`src/rtl/gb_audio_pkg.sv`:
```
// Shared types and constants for the audio serializer slice.
//   fmt_e           : serial framing format (left-justified or I2S)
//   level_w()       : width of a FIFO occupancy count for a given depth
//   WM8731_*        : default codec sample and slot widths
package gb_audio_pkg;

  typedef enum logic {
    FMT_LJ  = 1'b0,
    FMT_I2S = 1'b1
  } fmt_e;

  localparam int unsigned WM8731_SAMPLE_W = 16;
  localparam int unsigned WM8731_SLOT_W   = 32;

  function automatic int unsigned level_w(input int unsigned depth);
    return $clog2(depth) + 1;
  endfunction

endpackage

```
`src/rtl/gb_audio_fifo.sv`:
```
// Synchronous show-ahead FIFO with occupancy count.
//   clock, rst_n : clock, synchronous active-low reset (empties the FIFO)
//   push, wdata  : write request and data (ignored when full)
//   pop, rdata   : read request (ignored when empty); rdata shows the head entry
//   full, empty  : status from the registered count
//   level        : occupied entries
module gb_audio_fifo
  import gb_audio_pkg::*;
#(
  parameter int unsigned WIDTH = 32,
  parameter int unsigned DEPTH = 4
) (
  input  logic                      clock,
  input  logic                      rst_n,
  input  logic                      push,
  input  logic [WIDTH-1:0]          wdata,
  input  logic                      pop,
  output logic [WIDTH-1:0]          rdata,
  output logic                      full,
  output logic                      empty,
  output logic [level_w(DEPTH)-1:0] level
);

  localparam int unsigned PTR_W = $clog2(DEPTH);
  localparam int unsigned LVL_W = level_w(DEPTH);

  logic [WIDTH-1:0] mem_q [DEPTH];
  logic [PTR_W-1:0] wr_ptr_q, wr_ptr_d;
  logic [PTR_W-1:0] rd_ptr_q, rd_ptr_d;
  logic [LVL_W-1:0] level_q, level_d;
  logic             do_push, do_pop;

  always_comb begin
    full     = (level_q == LVL_W'(DEPTH));
    empty    = (level_q == '0);
    do_push  = push && !full;
    do_pop   = pop && !empty;
    wr_ptr_d = wr_ptr_q;
    rd_ptr_d = rd_ptr_q;
    level_d  = level_q;
    if (do_push) wr_ptr_d = wr_ptr_q + PTR_W'(1);
    if (do_pop)  rd_ptr_d = rd_ptr_q + PTR_W'(1);
    case ({do_push, do_pop})
      2'b10:   level_d = level_q + LVL_W'(1);
      2'b01:   level_d = level_q - LVL_W'(1);
      default: level_d = level_q;
    endcase
  end

  always_ff @(posedge clock) begin
    if (!rst_n) begin
      wr_ptr_q <= '0;
      rd_ptr_q <= '0;
      level_q  <= '0;
    end else begin
      wr_ptr_q <= wr_ptr_d;
      rd_ptr_q <= rd_ptr_d;
      level_q  <= level_d;
    end
  end

  // Storage needs no reset; the pointers define validity.
  always_ff @(posedge clock) begin
    if (do_push) mem_q[wr_ptr_q] <= wdata;
  end

  assign rdata = mem_q[rd_ptr_q];
  assign level = level_q;

endmodule

```
`src/rtl/gb_audio_serializer.sv`:
```
// Stereo DAC serializer: buffers sample pairs, derives BCLK/LRCK from the
// system clock and shifts MSB-first data in left-justified or I2S framing.
//   clock, rst_n          : system clock, synchronous active-low reset
//   enable                : run serial clocks; low idles the lines
//   in_valid/in_ready     : sample pair handshake; in_left/in_right data
//   aud_bclk/aud_lrck     : bit clock and word select
//   aud_dacdat            : serial data, changes on BCLK falling edge
//   frame_start/underrun  : one-clock pulses at each frame boundary pop
//   fifo_level            : occupied FIFO entries
module gb_audio_serializer
  import gb_audio_pkg::*;
#(
  parameter int unsigned SAMPLE_W        = WM8731_SAMPLE_W,
  parameter int unsigned SLOT_W          = WM8731_SLOT_W,
  parameter int unsigned BCLK_DIV        = 4,
  parameter int unsigned FIFO_DEPTH      = 4,
  parameter int unsigned I2S_MODE        = 0,
  parameter int unsigned UNDERRUN_REPEAT = 1
) (
  input  logic                           clock,
  input  logic                           rst_n,
  input  logic                           enable,
  input  logic                           in_valid,
  output logic                           in_ready,
  input  logic [SAMPLE_W-1:0]            in_left,
  input  logic [SAMPLE_W-1:0]            in_right,
  output logic                           aud_bclk,
  output logic                           aud_lrck,
  output logic                           aud_dacdat,
  output logic                           frame_start,
  output logic                           underrun,
  output logic [level_w(FIFO_DEPTH)-1:0] fifo_level
);

  localparam fmt_e        FMT       = (I2S_MODE != 0) ? FMT_I2S : FMT_LJ;
  localparam int unsigned FRAME     = 2 * SLOT_W;
  localparam int unsigned BIT_W     = $clog2(FRAME);
  localparam int unsigned DIV_W     = $clog2(BCLK_DIV);
  localparam logic        IDLE_LRCK = (FMT == FMT_I2S);

  logic [DIV_W-1:0]    div_cnt_q, div_cnt_d;
  logic [BIT_W-1:0]    bit_cnt_q, bit_cnt_d;
  logic                started_q, started_d;
  logic                bclk_q, bclk_d;
  logic                lrck_q, lrck_d;
  logic                dacdat_q, dacdat_d;
  logic                frame_start_q, frame_start_d;
  logic                underrun_q, underrun_d;
  logic [SAMPLE_W-1:0] cur_l_q, cur_l_d;
  logic [SAMPLE_W-1:0] cur_r_q, cur_r_d;
  logic [SAMPLE_W-1:0] prev_r_q, prev_r_d;

  logic                  fall, boundary;
  logic [BIT_W-1:0]      s, p;
  logic [SAMPLE_W-1:0]   smp, shifted;
  logic                  fifo_pop, fifo_full, fifo_empty;
  logic [2*SAMPLE_W-1:0] fifo_rdata;

  gb_audio_fifo #(
    .WIDTH (2 * SAMPLE_W),
    .DEPTH (FIFO_DEPTH)
  ) u_fifo (
    .clock (clock),
    .rst_n (rst_n),
    .push  (in_valid && in_ready),
    .wdata ({in_left, in_right}),
    .pop   (fifo_pop),
    .rdata (fifo_rdata),
    .full  (fifo_full),
    .empty (fifo_empty),
    .level (fifo_level)
  );

  assign in_ready = !fifo_full;

  always_comb begin
    div_cnt_d     = div_cnt_q;
    bit_cnt_d     = bit_cnt_q;
    started_d     = started_q;
    bclk_d        = bclk_q;
    lrck_d        = lrck_q;
    dacdat_d      = dacdat_q;
    frame_start_d = 1'b0;
    underrun_d    = 1'b0;
    cur_l_d       = cur_l_q;
    cur_r_d       = cur_r_q;
    prev_r_d      = prev_r_q;
    fifo_pop      = 1'b0;
    fall          = 1'b0;
    boundary      = 1'b0;
    s             = '0;
    p             = '0;
    smp           = '0;
    shifted       = '0;

    if (!enable) begin
      div_cnt_d = '0;
      bit_cnt_d = '0;
      started_d = 1'b0;
      bclk_d    = 1'b0;
      lrck_d    = IDLE_LRCK;
      dacdat_d  = 1'b0;
    end else begin
      fall      = (div_cnt_q == DIV_W'(BCLK_DIV - 1));
      div_cnt_d = fall ? '0 : div_cnt_q + DIV_W'(1);
      bclk_d    = (div_cnt_d >= DIV_W'(BCLK_DIV / 2));
      if (fall) begin
        started_d = 1'b1;
        // The first event after enable holds bit 0 so it becomes a boundary.
        if (!started_q || bit_cnt_q == BIT_W'(FRAME - 1)) bit_cnt_d = '0;
        else                                                bit_cnt_d = bit_cnt_q + BIT_W'(1);
        boundary = (bit_cnt_d == '0);

        if (boundary) begin
          frame_start_d = 1'b1;
          prev_r_d      = cur_r_q;
          if (!fifo_empty) begin
            fifo_pop = 1'b1;
            cur_l_d  = fifo_rdata[2*SAMPLE_W-1:SAMPLE_W];
            cur_r_d  = fifo_rdata[SAMPLE_W-1:0];
          end else begin
            underrun_d = 1'b1;
            if (UNDERRUN_REPEAT == 0) begin
              cur_l_d = '0;
              cur_r_d = '0;
            end
          end
        end

        lrck_d = (bit_cnt_d < BIT_W'(SLOT_W)) ^ IDLE_LRCK;

        // I2S runs one bit behind the word select, so bit 0 still carries
        // the tail of the previous right sample.
        if (FMT == FMT_I2S) s = (bit_cnt_d == '0) ? BIT_W'(FRAME - 1) : bit_cnt_d - BIT_W'(1);
        else                s = bit_cnt_d;
        if (s < BIT_W'(SLOT_W)) begin
          p   = s;
          smp = cur_l_d;
        end else begin
          p   = s - BIT_W'(SLOT_W);
          smp = (FMT == FMT_I2S && bit_cnt_d == '0) ? prev_r_d : cur_r_d;
        end
        shifted  = smp << p;
        dacdat_d = (p < BIT_W'(SAMPLE_W)) && shifted[SAMPLE_W-1];
      end
    end
  end

  always_ff @(posedge clock) begin
    if (!rst_n) begin
      div_cnt_q     <= '0;
      bit_cnt_q     <= '0;
      started_q     <= 1'b0;
      bclk_q        <= 1'b0;
      lrck_q        <= IDLE_LRCK;
      dacdat_q      <= 1'b0;
      frame_start_q <= 1'b0;
      underrun_q    <= 1'b0;
      cur_l_q       <= '0;
      cur_r_q       <= '0;
      prev_r_q      <= '0;
    end else begin
      div_cnt_q     <= div_cnt_d;
      bit_cnt_q     <= bit_cnt_d;
      started_q     <= started_d;
      bclk_q        <= bclk_d;
      lrck_q        <= lrck_d;
      dacdat_q      <= dacdat_d;
      frame_start_q <= frame_start_d;
      underrun_q    <= underrun_d;
      cur_l_q       <= cur_l_d;
      cur_r_q       <= cur_r_d;
      prev_r_q      <= prev_r_d;
    end
  end

  assign aud_bclk    = bclk_q;
  assign aud_lrck    = lrck_q;
  assign aud_dacdat  = dacdat_q;
  assign frame_start = frame_start_q;
  assign underrun    = underrun_q;

endmodule

```
`config.mk`:
```
export PLATFORM = sky130hd
export DESIGN_NAME = gb_audio_serializer
export DESIGN_NICKNAME = d
export VERILOG_FILES = /design/src/rtl/gb_audio_pkg.sv /design/src/rtl/gb_audio_fifo.sv /design/src/rtl/gb_audio_serializer.sv
export SDC_FILE = /design/constraint.sdc
export NUM_CORES = 1
export LEC_CHECK = 0
export ABC_CLOCK_PERIOD_IN_PS = 8100
export CELL_PAD_IN_SITES_DETAIL_PLACEMENT = 0
export CELL_PAD_IN_SITES_GLOBAL_PLACEMENT = 2
export CORE_MARGIN = 4
export CORE_UTILIZATION = 45
export CTS_CLUSTER_SIZE = 25
export DETAILED_ROUTE_END_ITERATION = 12
export GPL_ROUTABILITY_DRIVEN = 0
export GPL_TIMING_DRIVEN = 0
export PLACE_DENSITY = 0.79
export SYNTH_ARGS = -nofsm -noshare
export SYNTH_HDL_FRONTEND = slang
export SYNTH_SLANG_ARGS = --single-unit
```
`constraint.sdc`:
```
create_clock -name clock -period 8.1 [get_ports clock]
set_input_delay 0.81 -clock clock [delete_from_list [all_inputs] [get_ports clock]]
set_output_delay 0.81 -clock clock [all_outputs]
set_load 0.02 [all_outputs]
```
==> summary.txt, run 1 <==
Pwr
  • Leak: 2.84 nW
  • Max VDD drop: 0.000150 V
  • Cell Pwr Density: between 200 and 250 nW/um2

Global route
  • Largest net degree at the start of global routing: 33
  • Grt ovf: 0
  • Gr usage total: 17.1%
  • First-pass GRT wire length: approximately 24 mm
  • Vias in the first global route: 4393
  • Initial antenna violation count: 0

Final layout
  • Nets: 607
  • Final instance area: 8760 um2
  • Area Overhead vs Synth: 18.1%
  • Ant diodes: 0
  • FF/Latch Area: 4920 um2
  • Multi-input logic area: ~2300 um2
  • Final Util: 54.8%
  • Fraction of layout cells with a size suffix above 1: 16.7%
  • # fillers: 1353

STA
  • Endpoints failing hold: 0
  • Worst setup margin: between 4 and 5 ns
  • Post-route worst hold slack: roughly 0.43 ns
  • Final Max Tran Viols: 0
  • Tightest Pin Transition: 0.854 ns
  • Fmax: 0.258 GHz
  • Slew HR: about 43%
  • Final worst-path cycle share: between 40% and 50%
  • Final TNS setup: 0 ns
  • Setup Skew: a little over 0.008 ns
  • Setup violators final: 0
  • RSZ-0062 raised after global routing: no
  • Tmin final: 3.88 ns

Worst hold path
  • Hold Startpoint: div_cnt_q[0]
  • Hold Path Class: reg2reg
  • Hold path cells: 1

Detailed routing
  • Total number of vias: roughly 4200
  • Final WL: 14.9 mm
  • Vias per Instance: around 5.3
  • Drt first pass iters: 4
  • # DRC: 0
  • Routed len/inst: 18.8 um
  • Routed Antenna Nets: 0
  • Initial detailed-routing violation count: 234

Yosys
  • Syn_area_per_cell: 15.0 um2
  • Mapped Area: 7420 um2
  • Post-synth EDFFs: 128
  • Async SR Flop Fraction: 0%
  • Synthesized instance count: 496
  • Synth top area share: between 50% and 60%
  • Sequential area share after synthesis: 66.4%
  • Register bit count reported by yosys: 182
  • Ys Warns: 0
  • Yosys top cell by area: edfxtp_1
  • Top cells by area, synth: edfxtp_1 (52%), dfxtp_1 (15%), mux4_2 (9.4%), nand2_1 (4.2%), a21boi_1 (3.0%)
  • Synth cell types: 58
  • Syn nets: 540
  • Ys flop type: edfxtp_1

Place
  • Pre-CTS WS: 4.17 ns
  • Dpl hpwl: 10.3 mm
  • DP Area: 8220 um2
  • Number of port buffers: 44

Worst setup path
  • Worst Setup End Kind: flip-flop
  • R2r startpoint: bit_cnt_q[1]
  • Worst path required time: 8.45 ns
  • FF-to-FF path depth: 12
  • CP startpoint: bit_cnt_q[1]
  • WP data arrival: around 4.2 ns
  • Kind of critical path: reg2reg
  • Worst setup SP type: flip-flop
  • Crit Path Max Fanout: 10
  • Flop2flop setup slack: 4.22 ns

Floorplan
  • Die Area: about 19000 um2
  • Core area: 16000 um2
  • Die boundary height: ~140 um
  • IO Count: 45
  • Initial Utilization: between 40% and 50%
  • Rows: 46
  • Die X: 136 um

Clocking
  • TritonCTS Buffers: 17
  • Number of gates resized after CTS: 0
  • TritonCTS clock tree: yes
  • CTS root buffer: clkbuf_16
  • Hold-fix buffer count after cts: 0
  • TritonCTS sink count: around 180
  • Clock Path Buffers: 2
  • CTS H-tree depth: 4
  • Post-CTS setup repair buffer count: 0
  • Reg clk slew, reported paths: around 0.070 ns
  • Clk Latency, worst-skew pair: 0.42 ns

Status
  • Status: finished clean

Run
  • Max Cap Viol: 0
==> state kept, by name, summed over array words and instances, names as in the netlist, 2 cells and up, named ones only <==
signal	cells
u_fifo.wr_ptr_q	2
div_cnt_q	2
cur_l_q	16
u_fifo.mem_q	128
bit_cnt_q	6
cur_r_q	16
u_fifo.rd_ptr_q	2
u_fifo.level	3
==> placed cells by master, fill, tap and decap left out, types with 6 or more instances in the layout <==
| master | n |
|---|---|
| edfxtp_1 | 128 |
| nand2_1 | 83 |
| dfxtp_1 | 54 |
| clkdlybuf4s50_1 | 44 |
| mux4_2 | 31 |
| a21boi_1 | 30 |
| mux2i_1 | 17 |
| nor2_1 | 17 |
| clkbuf_16 | 17 |
| clkbuf_1 | 11 |
| and2_1 | 10 |
| o21ai_0 | 10 |
| a21oi_1 | 7 |
| ha_1 | 7 |
| inv_1 | 6 |
==> layout make-up <==
cell class	instances	share of cell area, %
clock inverter	14	1.37
buffer	24	1.73
inverter	7	0.300
multi-input combinational	283	26.5
timing repair buffer	48	5.94
sequential	182	56.2
clock buffer	18	4.90
tap	216	3.08
==> final timing paths <==
path	end
setup reg to reg	u_fifo.level[2]
hold / removal	div_cnt_q[0]
hold reg to reg	div_cnt_q[0]
setup / recovery	u_fifo.level[2]
==> synth_stat cells (2+ instances only) <==
cell type / instances
nor4_1: 2
o41ai_2: 2
nor2b_1: 2
nand3_1: 3
nor2_1: 17
clkbuf_1: 10
o21ai_0: 10
mux2i_1: 17
nor2_4: 2
buf_2: 5
and2_1: 10
inv_1: 6
and3_1: 6
o21ai_1: 2
xnor2_1: 4
dfxtp_1: 54
or3_1: 2
nor3_1: 4
clkbuf_8: 2
edfxtp_1: 128
o21bai_1: 2
a21boi_0: 5
mux4_2: 31
a311oi_1: 3
ha_1: 7
buf_1: 3
xor2_1: 4
o31ai_2: 2
a21oi_1: 7
a31oi_1: 3
nand2_1: 83
buf_6: 2
a21boi_1: 30
a211oi_1: 2
==> report_power, final <==
group          internal [mW]  switching (mW)  total, mW
sequential              1.03         0.00830       1.04
combinational         0.0560          0.0614      0.117
clock                  0.401           0.362      0.763
==> cell families after synthesis <==
group                      share of synthesized area, %
adders and majority gates                          1.45
DFF                                                66.4
and+or+nand+nor                                    8.84
muxes                                              12.2
buffers and inverters                              2.39
xor gates and xnor gates                           1.16
AOI/OAI and AO/OA                                  7.54
==> per-layer routing <==
| layer | wire, um | part of all wire [%] | global-route usage (%) | vias to the layer above |
|---|---|---|---|---|
| li1 | - | - | - | 1994 |
| met1 | 6640 | 45 | 22.0 | 2115 |
| met2 | 7520 | 51 | 29.0 | 64 |
| met3 | 479 | 3.2 | 3.55 | 16 |
| met4 | 234 | 1.6 | 6.05 | 0 |
| met5 | 0 | 0 | 0 | - |
==> worst max-delay path, cell delays in order (launching register included) <==
cell and delay, ns:
dfxtp_1 0.44, ha_1 0.32, or2b_1 0.30, o31ai_2 0.39
nand4_1 0.49, inv_2 0.31, buf_2 0.28, ha_1 0.22
inv_1 0.06, fa_1 0.38, xor2_1 0.15, or3_1 0.29
a21boi_0 0.16
==> through the flow <==
stage / power, mW / cells
floorplan: 1.12 / 496
global placement: 1.17 / 756
detailed placement: 1.18 / 760
CTS: 1.94 / 792
global route: 1.99 / 792
finish: 1.92 / 792
Note: power is estimated with default switching activity, not from simulation.
==> run 2, diff against run 1 <==
Settings changed: ABC_CLOCK_PERIOD_IN_PS 8100 to 3400, CORE_UTILIZATION 45 to 39, PLACE_DENSITY 0.79 to 0.72.
Clock period 8.1 ns to 3.4 ns, I/O delays scaled along.
==> run 2 against run 1 <==
Compared with the run above: combinational power is 130% higher; clock-buffer cell count up 1; sequential share of layout area about the same; fmax is 22% higher; wire length down 1.6%; clock skew grew 0.0014 ns; utilization is 7.9 points lower; critical endpoint unchanged; highest routed layer unchanged.
==> summary.txt, run 2 (synthesis results as in run 1) <==
Floorplan
  • Die Area: 21300 um2
  • Initial Utilization: 39.7%
  • Die X: 146 um
  • Die boundary height: 146 um
  • Rows: 50
  • Core area: 18700 um2
  • IO Count: 45

Global route
  • Gr usage total: 14.5%
  • Largest net degree at the start of global routing: 33
  • Initial antenna violation count: 0
  • First-pass GRT wire length: about 24 mm
  • Vias in the first global route: ~4400
  • Grt ovf: 0

Final layout
  • Max reg flops: 128
  • Largest Register: u_fifo.mem_q
  • Final non-filler cell total: a little over 800
  • Commonest cells after routing, fill and taps aside: edfxtp_1 (128), nand2_1 (83), dfxtp_1 (53)
  • Largest registers: u_fifo.mem_q (128), cur_l_q (16), cur_r_q (16)
  • # fillers: 1652
  • Ant diodes: 0
  • FF/Latch Area: between 4000 and 5000 um2
  • Commonest non-fill, non-tap cell in the layout: edfxtp_1
  • Fraction of layout cells with a size suffix above 1: roughly 17%
  • Area Overhead vs Synth: 18.3%
  • Multi-input logic area: around 2300 um2
  • Nets: 605

Detailed routing
  • Vias per Instance: 5.10
  • Routed Antenna Nets: 0
  • Routed len/inst: 18.1 um
  • Initial detailed-routing violation count: 274
  • # DRC: 0
  • Total number of vias: 4118
  • Final WL: around 15 mm
  • Drt first pass iters: 4

Worst setup path
  • Worst path required time: 3.75 ns
  • Worst setup SP type: flip-flop
  • Worst Setup End Kind: flip-flop
  • Kind of critical path: reg2reg
  • WP data arrival: between 3 and 4 ns
  • Flop2flop setup slack: 0.22 ns
  • Crit Path Max Fanout: 16

Run
  • Max Cap Viol: 0

Place
  • DP Cell Count: ~780
  • Dpl hpwl: 9.92 mm
  • Number of port buffers: 44

STA
  • Endpoints failing hold: 0
  • Post-route worst hold slack: approximately 0.44 ns
  • Final Max Tran Viols: 0
  • Setup Skew: 0.00965 ns
  • Final worst-path cycle share: 93.6%
  • Setup violators final: 0
  • RSZ-0062 raised after global routing: no
  • Tightest Pin Transition: 0.953 ns
  • Final TNS setup: 0 ns
  • Tmin final: 3.18 ns
  • Slew HR: 36.5%
  • Fmax: about 0.31 GHz

Clocking
  • TritonCTS sink count: 182
  • Hold-fix buffer count after cts: 0
  • Clk Latency, worst-skew pair: ~0.43 ns
  • Reg clk slew, reported paths: 0.06 ns
  • Clock Path Buffers: 2
  • TritonCTS clock tree: yes
  • CTS H-tree depth: 4
  • TritonCTS Buffers: 17
  • CTS root buffer: clkbuf_16

Pwr
  • Max VDD drop: around 0.00031 V
  • Leak: 2.84 nW
  • Cell Pwr Density: about 530 nW/um2
  • Total power: 4.64 mW

Status
  • Status: finished clean

Worst hold path
  • Hold Path Class: reg2reg
==> run 2: cell count changes in the layout (fill, tap and decap cells not counted), moves of 2 or more <==
cell	delta
clkinvlp_4	-3
clkinv_2	+2
buf_12	-3
clkinv_1	-2
buf_4	+2
==> run 2: worst max-delay path, cell delays in order (launching register included) <==
cell	delay, ns
dfxtp_2	0.36
ha_1	0.35
or2b_1	0.33
o31ai_4	0.33
nand4_1	0.27
clkinv_4	0.21
ha_1	0.20
inv_1	0.06
fa_1	0.38
xor2_1	0.16
or3_1	0.30
a21boi_0	0.16
==> run 2: final cells by class <==
type                       instances  share of cell area [%]
multi-input combinational        283                    26.6
clock buffer                      19                    4.93
tap                              234                    3.34
buffer                            23                    1.67
sequential                       182                    56.1
timing repair buffer              47                    5.42
clock inverter                    13                    1.58
inverter                           7                   0.356
==> run 2: path summary, 6_finish.rpt <==
path                                   start         endpoint  depth (start not counted)
worst max-delay path            bit_cnt_q[1]  u_fifo.level[2]                         11
worst min-delay path            div_cnt_q[0]     div_cnt_q[0]                          1
worst max register to register  bit_cnt_q[1]  u_fifo.level[2]                         11
worst min register to register  div_cnt_q[0]     div_cnt_q[0]                          1
==> run 2: power by group <==
part / leakage, nW / internal, mW / switching, mW
Combinational: 0.946 / 0.124 / 0.143
Sequential: 1.61 / 2.46 / 0.0198
Clock: 0.280 / 1.04 / 0.858
Total: 2.84 / 3.62 / 1.02
==> run 2: metrics by stage <==
step                      setup WS, ns  instance area [um2]  utilization (%)
after global placement          -0.480                 8150             43.6
after CTS                       0.0419                 8760             46.8
after global routing            0.0275                 8770             46.9
final                            0.218                 8770             46.9
after detailed placement        -0.569                 8180             43.7
after floorplan                  0.255                 7420                -
==> run 2: metal layers <==
layer / up-vias / GRT usage [%] / share of wire, %
met5: - / 0 / 0
met2: 66 / 23.5 / 49
met3: 10 / 3.96 / 4.1
met4: 0 / 4.80 / 1.2
met1: 2058 / 18.9 / 46
li1: 1984 / - / -
==> run 2: repair_timing <==
action / CTS / global route
pin swaps: 1 / 1
gates resized for setup: 1 / 3
endpoints found under the setup margin: 2 / 1
setup buffers: 1 / 1
==> run 3, diff against run 2 <==
Settings changed: MAX_ROUTING_LAYER set to met4.
==> run 3 against run 2 <==
Compared with the run above: non-clock buffer count unchanged; first-iteration DRC count up 6.6%; final cell count unchanged; clock-buffer cell count did not move; die area stayed put; utilization unchanged; largest power group unchanged; highest routed layer unchanged.
==> summary.txt, run 3 (synthesis results as in run 1) <==
Clocking
  • Clock Path Buffers: 2
  • CTS H-tree depth: 4
  • TritonCTS sink count: roughly 180
  • CTS root buffer: clkbuf_16
  • Clk Latency, worst-skew pair: 0.43 ns
  • TritonCTS Buffers: 17
  • Reg clk slew, reported paths: 0.06 ns
  • Hold-fix buffer count after cts: 0
  • TritonCTS clock tree: yes

Floorplan
  • Initial Utilization: 39.7%
  • Die Area: 21300 um2
  • Rows: 50
  • IO Count: 45
  • Die X: 146 um
  • Core area: roughly 19000 um2
  • Die boundary height: 146 um

Worst setup path
  • Worst setup SP type: flip-flop
  • Worst Setup End Kind: flip-flop
  • CP startpoint: bit_cnt_q[1]
  • Kind of critical path: reg2reg
  • R2r startpoint: bit_cnt_q[1]
  • FF-to-FF path depth: 11
  • WP data arrival: 3.53 ns
  • Crit Path Max Fanout: 16
  • Worst path required time: 3.75 ns

Pwr
  • Max VDD drop: 0.000313 V
  • NetSw: 1.02 mW
  • Internal power: 3.62 mW
  • Sw frac: 22.0%
  • Leak: 2.84 nW
  • Clk pwr share: between 40% and 50%
  • Total power: ~4.6 mW
  • Sequential share of power: 53.4%
  • Logic gate share of total power: between 5 and 6%
  • Cell Pwr Density: 528 nW/um2

Detailed routing
  • Routed Antenna Nets: 0
  • # DRC: 0
  • Total number of vias: 4108
  • Final WL: 14.6 mm
  • Initial detailed-routing violation count: slightly below 300
  • Vias per Instance: 5.08
  • Drt first pass iters: 4
  • Routed len/inst: ~18 um

Final layout
  • Final non-filler cell total: 808
  • Max reg flops: 128
  • Fraction of layout cells with a size suffix above 1: 16.7%
  • Final instance area: 8770 um2
  • Final Util: between 40 and 50%
  • Largest Register: u_fifo.mem_q
  • Largest registers: u_fifo.mem_q (128), cur_l_q (16), cur_r_q (16)
  • Commonest cells after routing, fill and taps aside: edfxtp_1 (128), nand2_1 (83), dfxtp_1 (53)
  • Ant diodes: 0
  • Commonest non-fill, non-tap cell in the layout: edfxtp_1
  • Nets: ~610
  • Area Overhead vs Synth: 18.3%

STA
  • Final worst-path cycle share: 93.6%
  • Endpoints failing hold: 0
  • RSZ-0062 raised after global routing: no
  • Final TNS setup: 0 ns
  • Tmin final: around 3.2 ns
  • Final Max Tran Viols: 0
  • Setup violators final: 0
  • Worst setup margin: 0.219 ns
  • Tightest Pin Transition: 0.960 ns
  • Post-route worst hold slack: between 0.4 and 0.5 ns
  • Setup Skew: 0.00857 ns
  • Fmax: 0.314 GHz
  • Slew HR: 36.0%

Worst hold path
  • Hold path cells: 1
  • Hold Path Class: reg2reg
  • Hold Startpoint: div_cnt_q[0]

Place
  • Pre-CTS WS: -0.569 ns
  • Dpl hpwl: 9.92 mm
  • DP Area: 8180 um2
  • Number of port buffers: 44
  • DP Cell Count: 775

Global route
  • Gr usage total: 14.9%
  • Largest net degree at the start of global routing: 33
  • Grt ovf: 0
  • First-pass GRT wire length: 23.7 mm
  • Vias in the first global route: 4359
  • Initial antenna violation count: 0

Run
  • Max Cap Viol: 0

Status
  • Status: finished clean
## run 3: worst max-delay path, stage by stage, from the launching register on
cell and delay, ns:
dfxtp_2 0.35, ha_1 0.35, or2b_1 0.33, o31ai_4 0.33
nand4_1 0.27, clkinv_4 0.21, ha_1 0.20, inv_1 0.06
fa_1 0.38, xor2_1 0.16, or3_1 0.30, a21boi_0 0.16
## run 3: power groups by stage
stage                     Clock, mW  Sequential [mW]  Combinational, mW
after CTS                      1.94             2.48              0.275
after global placement            0             2.52              0.263
after detailed placement          0             2.53              0.274
after floorplan                   0             2.52              0.147
final                          1.89             2.48              0.267
after global routing           2.04             2.48              0.291
## run 3: worst paths after layout
check	end	slack [ns]
worst min-delay path	div_cnt_q[0]	0.44
worst min register to register	div_cnt_q[0]	0.44
worst max-delay path	u_fifo.level[2]	0.22
worst max register to register	u_fifo.level[2]	0.22
## run 3: layer usage
metal / share of wire (%) / vias up / global-route usage (%)
met3: 3.9 / 11 / 3.86
met2: 49 / 67 / 23.6
met1: 46 / 2046 / 19.0
met5: 0 / - / -
met4: 1.2 / 0 / 4.80
li1: - / 1984 / -
## run 3: layout make-up
cell class / instances / area [um2]
Multi-Input combinational cell: 283 / 2330
Fill cell: 1652 / 9930
Timing Repair Buffer: 47 / 475
Clock inverter: 13 / 139
Sequential cell: 182 / 4930
Buffer: 23 / 146
Tap cell: 234 / 293
Inverter: 7 / 31.3
Clock buffer: 19 / 433
## run 3: what timing repair did
action	in CTS	in global routing
hold endpoints to repair	0	0
resized for setup	1	3
pin swaps	1	1
setup buffers	1	1
setup endpoints to repair	2	1
